[src/rtl/fast_square_sweep_ctrl.sv]
// Sweep controller for fast_square_rx: steps the synthesizer, waits for PLL lock,
// settles, then opens one RX record window per step, with sticky lock-fault flags.
module fast_square_sweep_ctrl #(
  parameter int FR_BASE      = 64,
  parameter int CNT_W        = 16,
  parameter int STEP_W       = 8,
  parameter int SETTLE_TICKS = 64,
  parameter int LOCK_TIMEOUT = 4096,
  parameter int PULSE_TICKS  = 4
) (
  input  logic              clock,
  input  logic              reset_n,
  input  logic              serial_strobe,
  input  logic [6:0]        serial_addr,
  input  logic [31:0]       serial_data,
  input  logic              pll_locked,
  output logic              freq_step_reset_out,
  output logic              freq_step_out,
  output logic              rx_reset,
  output logic              rx_next,
  output logic              rx_record,
  output logic [STEP_W-1:0] step_index,
  output logic              busy,
  output logic              sweep_done,
  output logic              lock_fail,
  output logic              lock_drop
);

  typedef enum logic [2:0] {
    IDLE, START, WAIT_LOCK, SETTLE, RECORD, ADVANCE, STEP
  } state_t;

  localparam logic [6:0]       ADDR_CFG0    = 7'(FR_BASE);
  localparam logic [6:0]       ADDR_CFG1    = 7'(FR_BASE + 1);
  localparam logic [CNT_W-1:0] PULSE_LAST   = CNT_W'(PULSE_TICKS - 1);
  localparam logic [CNT_W-1:0] SETTLE_LAST  = CNT_W'(SETTLE_TICKS - 1);
  localparam logic [CNT_W-1:0] TIMEOUT_LAST = CNT_W'(LOCK_TIMEOUT - 1);
  // Lock seen in the first two WAIT_LOCK cycles may be stale pre-step lock
  // still draining out of the synchronizer, so it is not trusted.
  localparam logic [CNT_W-1:0] LOCK_BLANK   = CNT_W'(2);
  localparam logic [CNT_W-1:0] RECORD_RESET = CNT_W'(15000);

  state_t state_q, state_d;
  logic [CNT_W-1:0]  cnt_q, cnt_d;
  logic [STEP_W-1:0] step_index_q, step_index_d;
  logic [CNT_W-1:0]  record_ticks_q, record_ticks_d;
  logic [STEP_W-1:0] num_steps_q, num_steps_d;
  logic              continuous_q, continuous_d;
  logic              enable_q, enable_d;
  logic [CNT_W-1:0]  rec_sh_q, rec_sh_d;
  logic [STEP_W-1:0] steps_sh_q, steps_sh_d;
  logic              lock_meta_q, lock_sync_q;
  logic              freq_step_reset_q, freq_step_reset_d;
  logic              freq_step_q, freq_step_d;
  logic              rx_reset_q, rx_reset_d;
  logic              rx_next_q, rx_next_d;
  logic              rx_record_q, rx_record_d;
  logic              busy_q, busy_d;
  logic              sweep_done_q, sweep_done_d;
  logic              lock_fail_q, lock_fail_d;
  logic              lock_drop_q, lock_drop_d;

  logic              cfg0_wr, cfg1_wr, enable_wr, flag_clr;
  logic              fail_set, drop_set, single_shot_end;
  logic [CNT_W-1:0]  rec_last;
  logic [STEP_W-1:0] steps_last;
  logic              unused_data_bits;

  assign unused_data_bits = ^serial_data[31:19];

  assign cfg0_wr    = serial_strobe && (serial_addr == ADDR_CFG0);
  assign cfg1_wr    = serial_strobe && (serial_addr == ADDR_CFG1);
  assign rec_last   = (rec_sh_q == '0) ? '0 : rec_sh_q - CNT_W'(1);
  assign steps_last = (steps_sh_q == '0) ? '0 : steps_sh_q - STEP_W'(1);

  always_comb begin
    record_ticks_d = record_ticks_q;
    num_steps_d    = num_steps_q;
    continuous_d   = continuous_q;
    enable_wr      = enable_q;
    flag_clr       = 1'b0;
    if (cfg0_wr) begin
      record_ticks_d = serial_data[CNT_W-1:0];
    end
    if (cfg1_wr) begin
      num_steps_d  = serial_data[STEP_W-1:0];
      continuous_d = serial_data[16];
      enable_wr    = serial_data[17];
      flag_clr     = serial_data[18];
    end
  end

  always_comb begin
    state_d         = state_q;
    step_index_d    = step_index_q;
    rec_sh_d        = rec_sh_q;
    steps_sh_d      = steps_sh_q;
    fail_set        = 1'b0;
    drop_set        = 1'b0;
    single_shot_end = 1'b0;

    case (state_q)
      IDLE: begin
        if (enable_q) state_d = START;
      end
      START: begin
        if (cnt_q == PULSE_LAST) state_d = WAIT_LOCK;
      end
      WAIT_LOCK: begin
        if (lock_sync_q && (cnt_q >= LOCK_BLANK)) begin
          state_d = SETTLE;
        end else if (cnt_q == TIMEOUT_LAST) begin
          fail_set = 1'b1;
          state_d  = ADVANCE;
        end
      end
      SETTLE: begin
        if (!lock_sync_q) begin
          state_d = WAIT_LOCK;
        end else if (cnt_q == SETTLE_LAST) begin
          state_d = RECORD;
        end
      end
      RECORD: begin
        if (!lock_sync_q) drop_set = 1'b1;
        if (cnt_q == rec_last) state_d = ADVANCE;
      end
      ADVANCE: begin
        if (step_index_q == steps_last) begin
          if (continuous_q) begin
            state_d = START;
          end else begin
            single_shot_end = 1'b1;
            state_d         = IDLE;
          end
        end else begin
          step_index_d = step_index_q + STEP_W'(1);
          state_d      = STEP;
        end
      end
      STEP: begin
        if (cnt_q == PULSE_LAST) state_d = WAIT_LOCK;
      end
      default: state_d = IDLE;
    endcase

    // A disabling write aborts the sweep on the very next edge.
    if (!enable_wr) begin
      state_d      = IDLE;
      step_index_d = step_index_q;
    end

    if ((state_d == START) && (state_q != START)) begin
      step_index_d = '0;
      rec_sh_d     = record_ticks_q;
      steps_sh_d   = num_steps_q;
    end
  end

  always_comb begin
    enable_d          = cfg1_wr ? serial_data[17] : (enable_q && !single_shot_end);
    cnt_d             = ((state_d == IDLE) || (state_d != state_q)) ? '0 : cnt_q + CNT_W'(1);
    rx_reset_d        = (state_d == START);
    freq_step_reset_d = (state_d == START);
    freq_step_d       = (state_d == STEP);
    rx_record_d       = (state_d == RECORD);
    rx_next_d         = (state_d == ADVANCE);
    sweep_done_d      = (state_d == ADVANCE) && (step_index_q == steps_last);
    busy_d            = (state_d != IDLE);
    lock_fail_d       = fail_set || (lock_fail_q && !flag_clr);
    lock_drop_d       = drop_set || (lock_drop_q && !flag_clr);
  end

  always_ff @(posedge clock or negedge reset_n) begin
    if (!reset_n) begin
      state_q           <= IDLE;
      cnt_q             <= '0;
      step_index_q      <= '0;
      record_ticks_q    <= RECORD_RESET;
      num_steps_q       <= STEP_W'(1);
      continuous_q      <= 1'b0;
      enable_q          <= 1'b0;
      rec_sh_q          <= '0;
      steps_sh_q        <= '0;
      lock_meta_q       <= 1'b0;
      lock_sync_q       <= 1'b0;
      freq_step_reset_q <= 1'b0;
      freq_step_q       <= 1'b0;
      rx_reset_q        <= 1'b0;
      rx_next_q         <= 1'b0;
      rx_record_q       <= 1'b0;
      busy_q            <= 1'b0;
      sweep_done_q      <= 1'b0;
      lock_fail_q       <= 1'b0;
      lock_drop_q       <= 1'b0;
    end else begin
      state_q           <= state_d;
      cnt_q             <= cnt_d;
      step_index_q      <= step_index_d;
      record_ticks_q    <= record_ticks_d;
      num_steps_q       <= num_steps_d;
      continuous_q      <= continuous_d;
      enable_q          <= enable_d;
      rec_sh_q          <= rec_sh_d;
      steps_sh_q        <= steps_sh_d;
      lock_meta_q       <= pll_locked;
      lock_sync_q       <= lock_meta_q;
      freq_step_reset_q <= freq_step_reset_d;
      freq_step_q       <= freq_step_d;
      rx_reset_q        <= rx_reset_d;
      rx_next_q         <= rx_next_d;
      rx_record_q       <= rx_record_d;
      busy_q            <= busy_d;
      sweep_done_q      <= sweep_done_d;
      lock_fail_q       <= lock_fail_d;
      lock_drop_q       <= lock_drop_d;
    end
  end

  assign freq_step_reset_out = freq_step_reset_q;
  assign freq_step_out       = freq_step_q;
  assign rx_reset            = rx_reset_q;
  assign rx_next             = rx_next_q;
  assign rx_record           = rx_record_q;
  assign step_index          = step_index_q;
  assign busy                = busy_q;
  assign sweep_done          = sweep_done_q;
  assign lock_fail           = lock_fail_q;
  assign lock_drop           = lock_drop_q;

endmodule

[config.mk]
export PLATFORM = sky130hd
export DESIGN_NAME = fast_square_sweep_ctrl
export DESIGN_NICKNAME = d
export VERILOG_FILES = /design/src/rtl/fast_square_sweep_ctrl.sv
export SDC_FILE = /design/constraint.sdc
export NUM_CORES = 1
export LEC_CHECK = 0
export BUFFER_PORTS_ARGS = -buffer_cell sky130_fd_sc_hd__buf_2
export CORE_MARGIN = 2
export CORE_UTILIZATION = 50
export DETAILED_ROUTE_END_ITERATION = 16
export PLACE_DENSITY = 0.76
export SLEW_MARGIN = 20
export SYNTH_ARGS = -nofsm -noshare
export SYNTH_HDL_FRONTEND = slang
export SYNTH_SLANG_ARGS = --single-unit
[constraint.sdc]
create_clock -name clock -period 6.8 [get_ports clock]
set_clock_uncertainty 0.1 [all_clocks]
set_input_delay 0.34 -clock clock [delete_from_list [all_inputs] [get_ports clock]]
set_output_delay 0.34 -clock clock [all_outputs]
set_load 0.02 [all_outputs]
==> flow_summary_export.csv <==
group,metric,value,unit
status,status,"finished, final reports clean",
synth,ys_warn_count,0,
sta,setup_viol,0,
worst_setup_path,cp.required,6.93,ns
placed_design,dp_hpwl,8.46,mm
synth,synth_cell_types,77,
synth,yosys.area.top_type,"dfrtp_1",
clocking,clock_path_buffers,2,
worst_setup_path,cp-start-kind,"flop",
die,ios,60,
synth,mappedNetlistArea,5290,um^2
clocking,cts_resized,0,
routing,avgViaCountPerCell,6.06,
power_and_ir_drop,max-vdd-ir-drop,112,uV
synth,synth_common_cells,"dfrtp_1, nor2_1, mux2_2, xnor2_1, nand2_1",
worst_setup_path,timing.critical_path.buf_inv,1,
worst_setup_path,critPathTopFamily,"compound AO/OA/AOI/OAI gates",
global_route,grt_max_degree,88,
sta,rsz0062_at_grt,"no",
global_route,grt_pass1_wl,19.5,mm
synth,yosysMostFrequentCell,"dfrtp_1",
min_path,worstHoldPathCells,2,
power_and_ir_drop,p_leak,2.61,nW
synth,ys_seq_elements,87,
sta,fin_hold_ws,0.105,ns
clocking,clock_latency,0.36,ns
synth,seq_area_frac_synth,41.4,%
worst_setup_path,critPathMaxFanout,16,
synth,synthDominantCellAreaShare,37.4,%
global_route,grt_overflow_total,0,
sta,tightest_slew,0.817,ns
die,die_area,11400,um^2
worst_setup_path,rr_worst_depth,10,
clocking,cts-buffers-inserted,9,
sta,fin_crit,4.00,ns
power_and_ir_drop,internal_power,0.844,mW
worst_setup_path,critPathKind,"flop to flop",
sta,tns,0,ns
routing,wl_per_cell,16.8,um
layout,syn_to_final_growth,10.1,%
layout,antenna_cells,0,
die,die_h,107,um
sta,hold_viol,0,
synth,synth_async_sr_flop_share,100,%
die,core_area,10300,um^2
synth,synth_area_leaders,"dfrtp_1, mux2_2, dfstp_2, xnor2_1, nor2_1",
power_and_ir_drop,p_per_area,198,nW/um^2
clocking,cts.sinks,87,
power_and_ir_drop,p_switching,0.310,mW
routing,drc,0,
clocking,cts_tree,"yes",
min_path,hold_end,"record_ticks_q[14]",
synth,synth_area_per_cell,10.3,um^2
min_path,hp-class,"input port to flop",
placed_design,place_congestion,0.886,
die,initial_core_util,51.4,%
min_path,worst_hold_startpoint,"serial_data[14]",
synth,synth_nets,562,
worst_setup_path,reg2reg_setup_slack,2.80,ns
routing,first_iter_violations,229,
synth,synth_ff_type,"dfrtp_1",
worst_setup_path,crit_arrival,4.13,ns
clocking,htreeDepth,3,
power_and_ir_drop,combPwrFrac,16.2,%
sta,timing.final.crit_share,58.8,%
power_and_ir_drop,seqPwrFrac,48.2,%
layout,final_nets,597,
global_route,antenna_found_initial,0,
layout,drive_gt1_share,26.0,%
clocking,cts_setup_buffers,0,
worst_setup_path,cpPeakStageDelay,0.68,ns
worst_setup_path,cp-end-kind,"flop",
synth,synth-edff-count,0,
power_and_ir_drop,swShare,26.8,%
placed_design,portBuffers,46,
worst_setup_path,crit_path_cell_trace,"inv_1 -> ha_1 -> nand2b_1 -> a2111oi_0 -> a221oi_1 -> or4_1 -> o31ai_1 -> mux2_2 -> a2bb2oi_4 -> nor2_1",
worst_setup_path,reg2reg_from,"steps_sh_q[0]",
power_and_ir_drop,clkPwrFrac,35.6,%
die,row_count,37,
global_route,grt_usage,21.5,%
worst_setup_path,worst-path-stages,10,
job,drv_cap,0,
clocking,clock-root-buffer,"clkbuf_8",
routing,drtAntennaViolNets,0,
routing,wl,11.6,mm
worst_setup_path,r2r-end,"cnt_q[9]",
die,die_w,107,um
synth,netlist_instances,513,
sta,slew_headroom,45.0,%
sta,fmax,250,MHz
routing,first_pass_iters,5,
global_route,grt_pass1_vias,4096,
worst_setup_path,slowest_stage,"or4_1",
clocking,clk_pin_slew,0.09,ns
routing,vias,4172,
sta,drv_slew,0,
how the worst max path moves through the flow:
stage                              from           to  slack, ns
after global routing      steps_sh_q[0]     cnt_q[6]       2.46
after floorplan           steps_sh_q[0]    cnt_q[10]       3.43
after detailed placement  steps_sh_q[0]     cnt_q[9]       2.93
final                     steps_sh_q[0]     cnt_q[9]       2.80
after CTS                 steps_sh_q[0]     cnt_q[9]       2.84
after global placement      rec_sh_q[0]  rec_sh_q[6]       3.02
cells by family (layout without fill, tap and decap cells):
kind of cell    after synthesis  count (layout)  share of synthesized area [%]
compound gates               82              82                           12.5
xor+xnor                     38              38                           6.55
fa+ha+maj                     6               6                           1.42
buf+inv                      46              86                           4.14
flops                        87              87                           41.4
mux                          57              57                           12.4
simple gates                197             197                           21.7
final cells by class:
cell class | count | area [um^2]
Clock buffer | 11 | 151
Timing Repair Buffer | 49 | 264
Clock inverter | 5 | 80.1
Inverter | 21 | 80.1
Fill cell | 891 | 4460
Tap cell | 136 | 170
Sequential cell | 87 | 2190
Multi-Input combinational cell | 380 | 2890
power by group through the flow:
stage          clock [mW]  combinational, mW  sequential, mW
3_3_place_gp            0              0.179           0.565
5_1_grt             0.438              0.205           0.560
4_1_cts             0.422              0.186           0.556
3_5_place_dp            0              0.185           0.567
6_report            0.410              0.188           0.556
2_1_floorplan           0              0.136           0.562
state kept, by name, summed over array words and instances, names as in the netlist, 3 cells and up:
| signal | count |
|---|---|
| state_q | 3 |
| cnt_q | 16 |
| record_ticks_q | 16 |
| num_steps_q | 8 |
| step_index | 8 |
| rec_sh_q | 16 |
| steps_sh_q | 8 |
cells in the final DEF (no fill, tap or decap), drive strengths merged, types with 3 or more instances in the layout:
| cell type | netlist | routed |
|---|---|---|
| or3 | 5 | 5 |
| nor3 | 18 | 18 |
| clkbuf | 11 | 11 |
| nor3b | 3 | 3 |
| and2 | 14 | 14 |
| dfstp | 8 | 8 |
| nand3b | 3 | 3 |
| clkinv | 2 | 3 |
| nor4 | 6 | 6 |
| mux2 | 51 | 51 |
| dfrtp | 79 | 79 |
| nand3 | 19 | 19 |
| a21oi | 12 | 12 |
| o21ai | 16 | 16 |
| o211ai | 5 | 5 |
| or2 | 4 | 4 |
| nand4 | 14 | 14 |
| buf | 14 | 47 |
| o31ai | 8 | 8 |
| a32o | 3 | 3 |
| nand2b | 6 | 6 |
| or4 | 7 | 7 |
| o21bai | 4 | 4 |
| nor2 | 48 | 48 |
| xor2 | 13 | 13 |
| and3 | 8 | 8 |
| inv | 19 | 19 |
| nand4b | 3 | 3 |
| xnor2 | 24 | 24 |
| ha | 6 | 6 |
| nand2 | 22 | 22 |
| a221oi | 3 | 3 |
| nor4b | 8 | 8 |
| a31oi | 6 | 6 |
| mux2i | 6 | 6 |
per-layer routing:
metal / vias to the layer above / wire length (um) / track usage [%]
li1: 1959 / - / -
met1: 2053 / 5090 / 28.1
met2: 133 / 5690 / 35.3
met3: 27 / 548 / 3.65
met4: 0 / 227 / 9.46
met5: - / 0 / 0
repair_timing:
action | 4_1_cts | 5_1_grt
hold buffers | 1 | 1
endpoints found under the setup margin | 0 | 0
hold endpoints to repair | 1 | 1
through the flow:
stage	cells	utilization [%]	cell area [um^2]	setup WS [ns]	power (mW)
CTS	688	56.5	5810	2.84	1.16
global placement	671	54.1	5560	3.02	0.744
finish	689	56.6	5820	2.80	1.15
floorplan	513	-	5290	3.43	0.697
global route	689	56.6	5820	2.46	1.20
detailed placement	671	54.1	5560	2.93	0.751
(Power assumes the default switching activity.)
